`config.mk`:
```
export PLATFORM = sky130hd
export DESIGN_NAME = seq_addsub_chunked_flat
export DESIGN_NICKNAME = d
export VERILOG_FILES = /design/src/rtl/seq_addsub_chunked_if.sv /design/src/rtl/seq_addsub_chunked.sv /design/src/flat_wrapper.sv
export SDC_FILE = /design/constraint.sdc
export NUM_CORES = 1
export LEC_CHECK = 0
export ABC_AREA = 1
export BUFFER_PORTS_ARGS = -buffer_cell sky130_fd_sc_hd__buf_4
export CAP_MARGIN = 20
export CORE_MARGIN = 2
export CORE_UTILIZATION = 35
export DETAILED_ROUTE_END_ITERATION = 12
export PLACE_DENSITY = 0.55
export RECOVER_POWER = 50
export SLEW_MARGIN = 20
export SYNTH_ARGS = -nofsm -noshare
export SYNTH_HDL_FRONTEND = slang
export SYNTH_SLANG_ARGS = --single-unit
```
`constraint.sdc`:
```
create_clock -name clk -period 3.4 [get_ports clk]
set_clock_uncertainty 0.05 [all_clocks]
set_input_delay 0.51 -clock clk [delete_from_list [all_inputs] [get_ports clk]]
set_output_delay 0.51 -clock clk [all_outputs]
set_load 0.02 [all_outputs]
```
`src/rtl/seq_addsub_chunked_if.sv`:
```
// Start/done handshake and operand/result bus for the chunked adder.
// The master issues operands; the slave is the arithmetic unit.
interface seq_addsub_chunked_if #(
    parameter int WIDTH = 16
);
    logic             start;
    logic [WIDTH-1:0] A;
    logic [WIDTH-1:0] B;
    logic             cin;
    logic             sub;
    logic             ready;
    logic             busy;
    logic             done;
    logic [WIDTH-1:0] S;
    logic             cout;
    logic             ovf;

    modport master (
        output start, A, B, cin, sub,
        input  ready, busy, done, S, cout, ovf
    );

    modport slave (
        input  start, A, B, cin, sub,
        output ready, busy, done, S, cout, ovf
    );
endinterface

```
`src/rtl/seq_addsub_chunked.sv`:
```
// Multi-cycle adder/subtractor: CHUNK bits per clock with a carry register.
// Result, carry-out and signed overflow update only on entry to DONE.
module seq_addsub_chunked #(
    parameter int WIDTH = 16,
    parameter int CHUNK = 4
) (
    input  logic                 clk,
    input  logic                 rst,
    seq_addsub_chunked_if.slave  bus
);
    localparam int N  = WIDTH / CHUNK;
    localparam int CW = $clog2(N + 1);
    localparam logic [CW-1:0] LAST = CW'(N - 1);

    localparam logic [2:0] S_IDLE = 3'b001;
    localparam logic [2:0] S_RUN  = 3'b010;
    localparam logic [2:0] S_DONE = 3'b100;

    generate
        if ((WIDTH % CHUNK) != 0) begin : g_bad_chunk
            $error("WIDTH must be a multiple of CHUNK");
        end
    endgenerate

    logic [2:0]       r_state;
    logic [CW-1:0]    r_k;
    logic             r_carry;
    logic [WIDTH-1:0] r_a;
    logic [WIDTH-1:0] r_b;
    logic [WIDTH-1:0] r_acc;
    logic [WIDTH-1:0] r_s;
    logic             r_cout;
    logic             r_ovf;

    logic [CHUNK-1:0] w_sa;
    logic [CHUNK-1:0] w_sb;
    logic [CHUNK-1:0] w_sum;
    logic             w_co;
    logic             w_cmsb;
    logic             w_last;
    logic [WIDTH-1:0] w_acc_nxt;

    always_comb begin
        w_sa = '0;
        w_sb = '0;
        for (int i = 0; i < N; i++) begin
            if (r_k == CW'(i)) begin
                w_sa = r_a[i*CHUNK +: CHUNK];
                w_sb = r_b[i*CHUNK +: CHUNK];
            end
        end
    end

    assign {w_co, w_sum} = {1'b0, w_sa} + {1'b0, w_sb}
                         + {{CHUNK{1'b0}}, r_carry};

    // Carry into the MSB recovered from the top sum bit of the slice
    assign w_cmsb = w_sa[CHUNK-1] ^ w_sb[CHUNK-1] ^ w_sum[CHUNK-1];
    assign w_last = (r_k == LAST);

    always_comb begin
        w_acc_nxt = r_acc;
        for (int i = 0; i < N; i++) begin
            if (r_k == CW'(i)) begin
                w_acc_nxt[i*CHUNK +: CHUNK] = w_sum;
            end
        end
    end

    always_ff @(posedge clk) begin
        if (rst) begin
            r_state <= S_IDLE;
            r_k     <= '0;
            r_carry <= 1'b0;
            r_a     <= '0;
            r_b     <= '0;
            r_acc   <= '0;
            r_s     <= '0;
            r_cout  <= 1'b0;
            r_ovf   <= 1'b0;
        end else begin
            unique case (r_state)
                S_IDLE, S_DONE: begin
                    if (bus.start) begin
                        r_a     <= bus.A;
                        r_b     <= bus.sub ? ~bus.B : bus.B;
                        r_carry <= bus.sub | bus.cin;
                        r_k     <= '0;
                        r_acc   <= '0;
                        r_state <= S_RUN;
                    end else begin
                        r_state <= S_IDLE;
                    end
                end
                S_RUN: begin
                    r_acc   <= w_acc_nxt;
                    r_carry <= w_co;
                    r_k     <= r_k + CW'(1);
                    if (w_last) begin
                        r_s     <= w_acc_nxt;
                        r_cout  <= w_co;
                        r_ovf   <= w_cmsb ^ w_co;
                        r_state <= S_DONE;
                    end
                end
                default: r_state <= S_IDLE;
            endcase
        end
    end

    assign bus.ready = r_state[0] | r_state[2];
    assign bus.busy  = r_state[1];
    assign bus.done  = r_state[2];
    assign bus.S     = r_s;
    assign bus.cout  = r_cout;
    assign bus.ovf   = r_ovf;
endmodule

```
`src/flat_wrapper.sv`:
```
// flat-port wrapper written by rule: the top's interface ports become plain ports
module seq_addsub_chunked_flat 
#(
    parameter int WIDTH = 16,
    parameter int CHUNK = 4
)
  (clk, rst, bus_start, bus_A, bus_B, bus_cin, bus_sub, bus_ready, bus_busy, bus_done, bus_S, bus_cout, bus_ovf);
  seq_addsub_chunked_if #(.WIDTH(WIDTH)) bus_i ();
  input  logic clk;
  input  logic rst;
  input wire logic [$bits(bus_i.start)-1:0] bus_start;
  input wire logic [$bits(bus_i.A)-1:0] bus_A;
  input wire logic [$bits(bus_i.B)-1:0] bus_B;
  input wire logic [$bits(bus_i.cin)-1:0] bus_cin;
  input wire logic [$bits(bus_i.sub)-1:0] bus_sub;
  output wire logic [$bits(bus_i.ready)-1:0] bus_ready;
  output wire logic [$bits(bus_i.busy)-1:0] bus_busy;
  output wire logic [$bits(bus_i.done)-1:0] bus_done;
  output wire logic [$bits(bus_i.S)-1:0] bus_S;
  output wire logic [$bits(bus_i.cout)-1:0] bus_cout;
  output wire logic [$bits(bus_i.ovf)-1:0] bus_ovf;
  assign bus_i.start = bus_start;
  assign bus_i.A = bus_A;
  assign bus_i.B = bus_B;
  assign bus_i.cin = bus_cin;
  assign bus_i.sub = bus_sub;
  assign bus_ready = bus_i.ready;
  assign bus_busy = bus_i.busy;
  assign bus_done = bus_i.done;
  assign bus_S = bus_i.S;
  assign bus_cout = bus_i.cout;
  assign bus_ovf = bus_i.ovf;
  seq_addsub_chunked #(.WIDTH(WIDTH), .CHUNK(CHUNK)) u_core (.clk(clk), .rst(rst), .bus(bus_i));
endmodule
```
==> run metrics, run 1 <==
status=finished, final reports clean; commonest cells in the netlist=dfxtp_1 (69), o21ai_0 (69), a21oi_1 (55), nand2_1 (51), inv_1 (50); YS warnings=0; FF+latch area=1381 µm²; minimum clock period=3038 ps; final hold vios=0; post-synth top area cell=dfxtp_1; Clock power frac=35.1%; endpoints failing setup=0; Pins Over Slew Limit=0; Hold Path Cell Cnt=3; Worst VDD drop=0.1722 mV; initial antenna violation count=0; clock slew at reported path FFs=70 ps; I/O pins=58; share of power burned in registers=50.3%; Netlist cell types=32; post-route ant nets=0; fillers=973; Net Sw Power=0.0004779 W; FF-to-FF End=u_core.r_acc[5]; first-pass GRT wire length=12650 µm; Critical Path Source Type=flip-flop; Netlist Area Pre-Place=3282 µm²; f_max=329.2 MHz; number of inserted diodes=0; period utilisation layout=89.34%; worst path required time=3580 ps; Placement Cell Area=3746 µm²; power per standard cell area=451.1 nW/µm²; post-synthesis cell count=423; Clock Root Buffer=clkbuf_8; FF-to-FF setup slack=360 ps; DR vias/cell=4.850; vias in the first global route=2653; area of the multi-input gates=1528 µm²; vias=2847; CP Capture Type=flip-flop; WS Path Type=flip-flop to flip-flop; CTS resizes=0; hold slack=393.9 ps; drt total wl=7731 µm; H-tree levels=3; worst r2r src=u_core.r_k[0]; share of cells above drive strength 1=16.18%; min-delay src=bus_A[10]; max cap viols=0; setup_tns=0 ps; Longest Clk Path Bufs=2; Port Buffers=57; RSZ-0062 raised after global routing=no; fraction of registers with async set/reset=0%; Starting DRT DRC Count=121; share of the synthesized area in the top cell type=42.09%; main area contributors after synthesis=dfxtp_1 (42%), o21ai_0 (11%), a21oi_1 (8.4%); Placeable Area=9153 µm²; final net count=518; fin area=3820 µm²; DRC=0; Die Width=100.8 µm; post-CTS setup buffer count=0; crit-path max FO=15; first drt pass iteration count=4; P_int=0.001245 W; Top FF cell, synth=dfxtp_1; row count=35; Post-synth EDFFs=0; Skew-Pair Late Insertion Delay=350 ps; GR Util All Layers=16.01%; gpl congestion=0.8389; hpwl dp=5462 µm; Num CTS Buffers=9; leakage=1.582 nW; Layout area overhead=16.39%; global route overflow=0; CTS tree=built; switching share of power=27.73%; drt wl/cell=13.17 µm; pin count of the biggest net entering global routing=68; hold path endpoint=u_core.r_a[10]; FF+latch count, synth=69; Combinational Power Share=14.5%; cts hold-fix bufs=0; FF-to-FF path depth=15; Starting Density=35.86%; die area=10170 µm²; Worst Hold Class=primary input to flip-flop; post-synthesis sequential area ratio=42.09%; Worst-Margin Slew=1201 ps; post-synthesis net count=470; CTS sink cnt=69; Die H=100.8 µm; Max transition margin=19.65%; Worst Path Arrival=3220 ps; Mean Syn Cell Area=7.759 µm²
-- worst max-delay path, stage by stage (launching register included) --
cell and delay [ps]:
dfxtp_1 350, inv_1 90, ha_1 150, inv_1 40
nor2_1 130, buf_4 220, nand3_1 110, a21oi_1 130
o22ai_1 100, fa_1 390, inv_1 90, fa_1 470
or2_2 310, o21ai_0 100, or2_2 140, a21oi_1 50
-- layout by cell type, fill, tap and decap left out, drive strengths merged, types with 6 or more instances in the layout --
master,count
a31oi,6
clkbuf,33
nand2,55
buf,40
a21oi,56
inv,54
or2,13
nand3,18
dfxtp,69
nor2,14
ha,8
o22ai,7
xor2,16
o21ai,69
-- power by group through the flow --
stage	logic, W	clock network (W)	registers, W
after global routing	0.000287	0.000654	0.000872
after global placement	0.000249	0	0.000887
after detailed placement	0.000253	0	0.000887
final	0.000250	0.000605	0.000867
after floorplan	0.000176	0	0.000881
after CTS	0.000253	0.000624	0.000868
-- kinds of logic (layout without fill, tap and decap cells) --
kind of cell / Yosys count / in the layout / share of synthesized area [%]
AND/OR/NAND/NOR: 100 / 100 / 14.83
XOR/XNOR: 17 / 17 / 4.537
adder cells (fa/ha/maj): 10 / 10 / 4.270
buffers and inverters: 80 / 133 / 10.56
flip-flops: 69 / 69 / 42.09
AO/OA/AOI/OAI: 147 / 147 / 23.71
-- layer usage --
layer	global-route usage (%)	wire, µm	vias to the layer above
met5	0	0	-
met4	7.165	148	0
met3	3.745	365	14
met2	26.26	3539	60
met1	19.98	3677	1291
li1	-	-	1482
-- per-stage QoR --
stage	std cells	util (%)	total power [W]	setup slack (ps)
2_1_floorplan	423	-	0.001056	480.7
3_3_place_gp	571	40.93	0.001137	498.1
3_5_place_dp	571	40.93	0.001140	400.8
4_1_cts	587	42.87	0.001745	359.6
5_1_grt	587	41.74	0.001813	77.21
6_report	587	41.74	0.001723	362.4
-- worst max path at each step --
stage / startpoint / to / slack, ps / depth (start not counted)
final: u_core.r_k[0] / u_core.r_acc[5] / 360 / 15
after global routing: u_core.r_k[1] / u_core.r_acc[5] / 80 / 15
after CTS: u_core.r_k[0] / u_core.r_acc[5] / 360 / 15
after detailed placement: u_core.r_k[0] / u_core.r_acc[5] / 400 / 15
after global placement: u_core.r_k[0] / u_core.r_acc[5] / 500 / 13
after floorplan: u_core.r_k[0] / u_core.r_acc[5] / 480 / 15
-- sequential cells by signal (all words and copies together) (netlist names) --
| name | count |
|---|---|
| u_core.bus.S | 16 |
| u_core.r_a | 16 |
| u_core.r_b | 16 |
| u_core.r_acc | 12 |
| u_core.r_k | 3 |
| u_core.r_state | 3 |
| u_core.bus.cout | 1 |
| u_core.bus.ovf | 1 |
| u_core.r_carry | 1 |
-- layout make-up --
| class | count | share of cell area, % |
|---|---|---|
| Multi-Input combinational cell | 274 | 39.99 |
| Sequential cell | 69 | 36.16 |
| Timing Repair Buffer | 61 | 9.957 |
| Inverter | 56 | 5.601 |
| Clock buffer | 12 | 4.062 |
| Tap cell | 111 | 3.636 |
| Clock inverter | 4 | 0.5896 |
Note: power is estimated with default switching activity, not from simulation.
==> run 2: changes to the inputs <==
Settings changed: CELL_PAD_IN_SITES_DETAIL_PLACEMENT set to 1, CELL_PAD_IN_SITES_GLOBAL_PLACEMENT set to 1, PLACE_DENSITY 0.55 to 0.71, SETUP_SLACK_MARGIN set to 0.1.
==> run metrics, run 2 (synthesis results as in run 1) <==
GR Util All Layers=17.39%; endpoints failing setup=0; slowest cell delay on critical path=490 ps; Starting Density=35.86%; hpwl dp=6023 µm; final hold vios=0; minimum clock period=3092 ps; cts hold-fix bufs=0; Die Width=100.8 µm; Clock Root Buffer=clkbuf_8; number of inserted diodes=0; fin area=3871 µm²; leakage=1.603 nW; CTS tree=built; Num CTS Buffers=9; WS Path Type=flip-flop to flip-flop; status=finished, final reports clean; initial antenna violation count=0; fillers=1129; row count=35; die area=10170 µm²; clock slew at reported path FFs=70 ps; first-pass GRT wire length=13910 µm; Worst Hold Class=flip-flop to flip-flop; share of cells above drive strength 1=15.97%; RSZ-0062 raised after global routing=no; Longest Clk Path Bufs=2; drt total wl=8205 µm; worst r2r src=u_core.r_k[0]; worst path required time=3540 ps; Pins Over Slew Limit=0; vias in the first global route=2915; setup_tns=0 ps; Worst Path Arrival=3230 ps; Setup WS post-layout=308.0 ps; final core occ=42.30%; Port Buffers=57; CP max-delay cell=fa_2; crit-path max FO=19; Worst VDD drop=0.2071 mV; Max transition margin=25.61%; max cap viols=0; Worst-Margin Slew=1116 ps; commonest non-fill, non-tap cells in the layout=o21ai_0 (69), dfxtp_1 (69), a21oi_1 (55); Skew-Pair Late Insertion Delay=350 ps; Starting DRT DRC Count=60; post-route ant nets=0; final net count=518; crit path launch=u_core.r_k[0]; I/O pins=58; Placeable Area=9153 µm²; Critical Path Source Type=flip-flop; gpl congestion=0.8039; pin count of the biggest net entering global routing=65; Placement Setup Slack=299.2 ps; DR vias/cell=4.934; Die H=100.8 µm; first drt pass iteration count=4; period utilisation layout=90.94%; Placement Cell Area=3746 µm²; H-tree levels=3; CP Capture Type=flip-flop; drt wl/cell=13.98 µm; Layout area overhead=17.96%; DRC=0; power per standard cell area=481.5 nW/µm²; critical path cell sequence=inv_1, ha_1, nand2_4, inv_2, a21oi_1, o22ai_1, fa_1, inv_1, fa_2, or2_2, o21ai_0, or2_2, a21oi_1; f_max=323.4 MHz; min-delay src=u_core.r_a[11]; global route overflow=0; CTS sink cnt=69; vias=2896
run 2: metrics by stage:
stage | power [W] | hold WS [ps] | instances
detailed placement | 0.001144 | 382.9 | 571
finish | 0.001864 | 390.9 | 587
floorplan | 0.001056 | 369.9 | 423
CTS | 0.001888 | 389.1 | 587
global placement | 0.001134 | 387.7 | 571
global route | 0.001963 | 394.7 | 587
run 2: final timing paths:
check,slack (ps),cells past startpoint,to
hold / removal,390,2,u_core.r_a[11]
hold reg to reg,390,2,u_core.r_a[11]
setup / recovery,310,13,u_core.r_acc[5]
setup reg to reg,310,13,u_core.r_acc[5]
run 2: layout make-up:
type,instances,area [µm²],area share [%]
well taps,111,138.9,3.588
multi-input cells,274,1546,39.95
inverters,56,214.0,5.527
clock inverters,3,68.82,1.778
repair buffers,61,372.9,9.632
clock buffers,13,148.9,3.846
flip-flops and latches,69,1381,35.68
run 2: power by group:
part           switching (W)  leakage [nW]  internal (W)  total, W
registers          0.0000186         0.564      0.000849  0.000867
logic               0.000155         0.931     0.0000962  0.000251
clock network       0.000310         0.108      0.000436  0.000746
total               0.000483          1.60       0.00138   0.00186
run 2: critical path, delay by kind of cell (launching register included):
kind	cells	cell delay [ps]
flip-flops	1	400
AO/OA/AOI/OAI	4	380
adder cells (fa/ha/maj)	3	1140
buffers and inverters	3	320
AND/OR/NAND/NOR	3	660
run 2: what timing repair did:
item,4_1_cts,5_1_grt
buffers inserted,0,0
endpoints found under the setup margin,0,5
resized for setup,0,4
run 2: metal layers:
| layer | track usage, % | vias up | part of all wire, % | routed length [µm] |
|---|---|---|---|---|
| met5 | 0 | - | 0 | 0 |
| met4 | 7.903 | 0 | 1.7 | 138 |
| met3 | 3.121 | 11 | 3.3 | 271 |
| met2 | 29.95 | 54 | 50 | 4112 |
| met1 | 21.02 | 1341 | 45 | 3681 |
| li1 | - | 1490 | - | - |
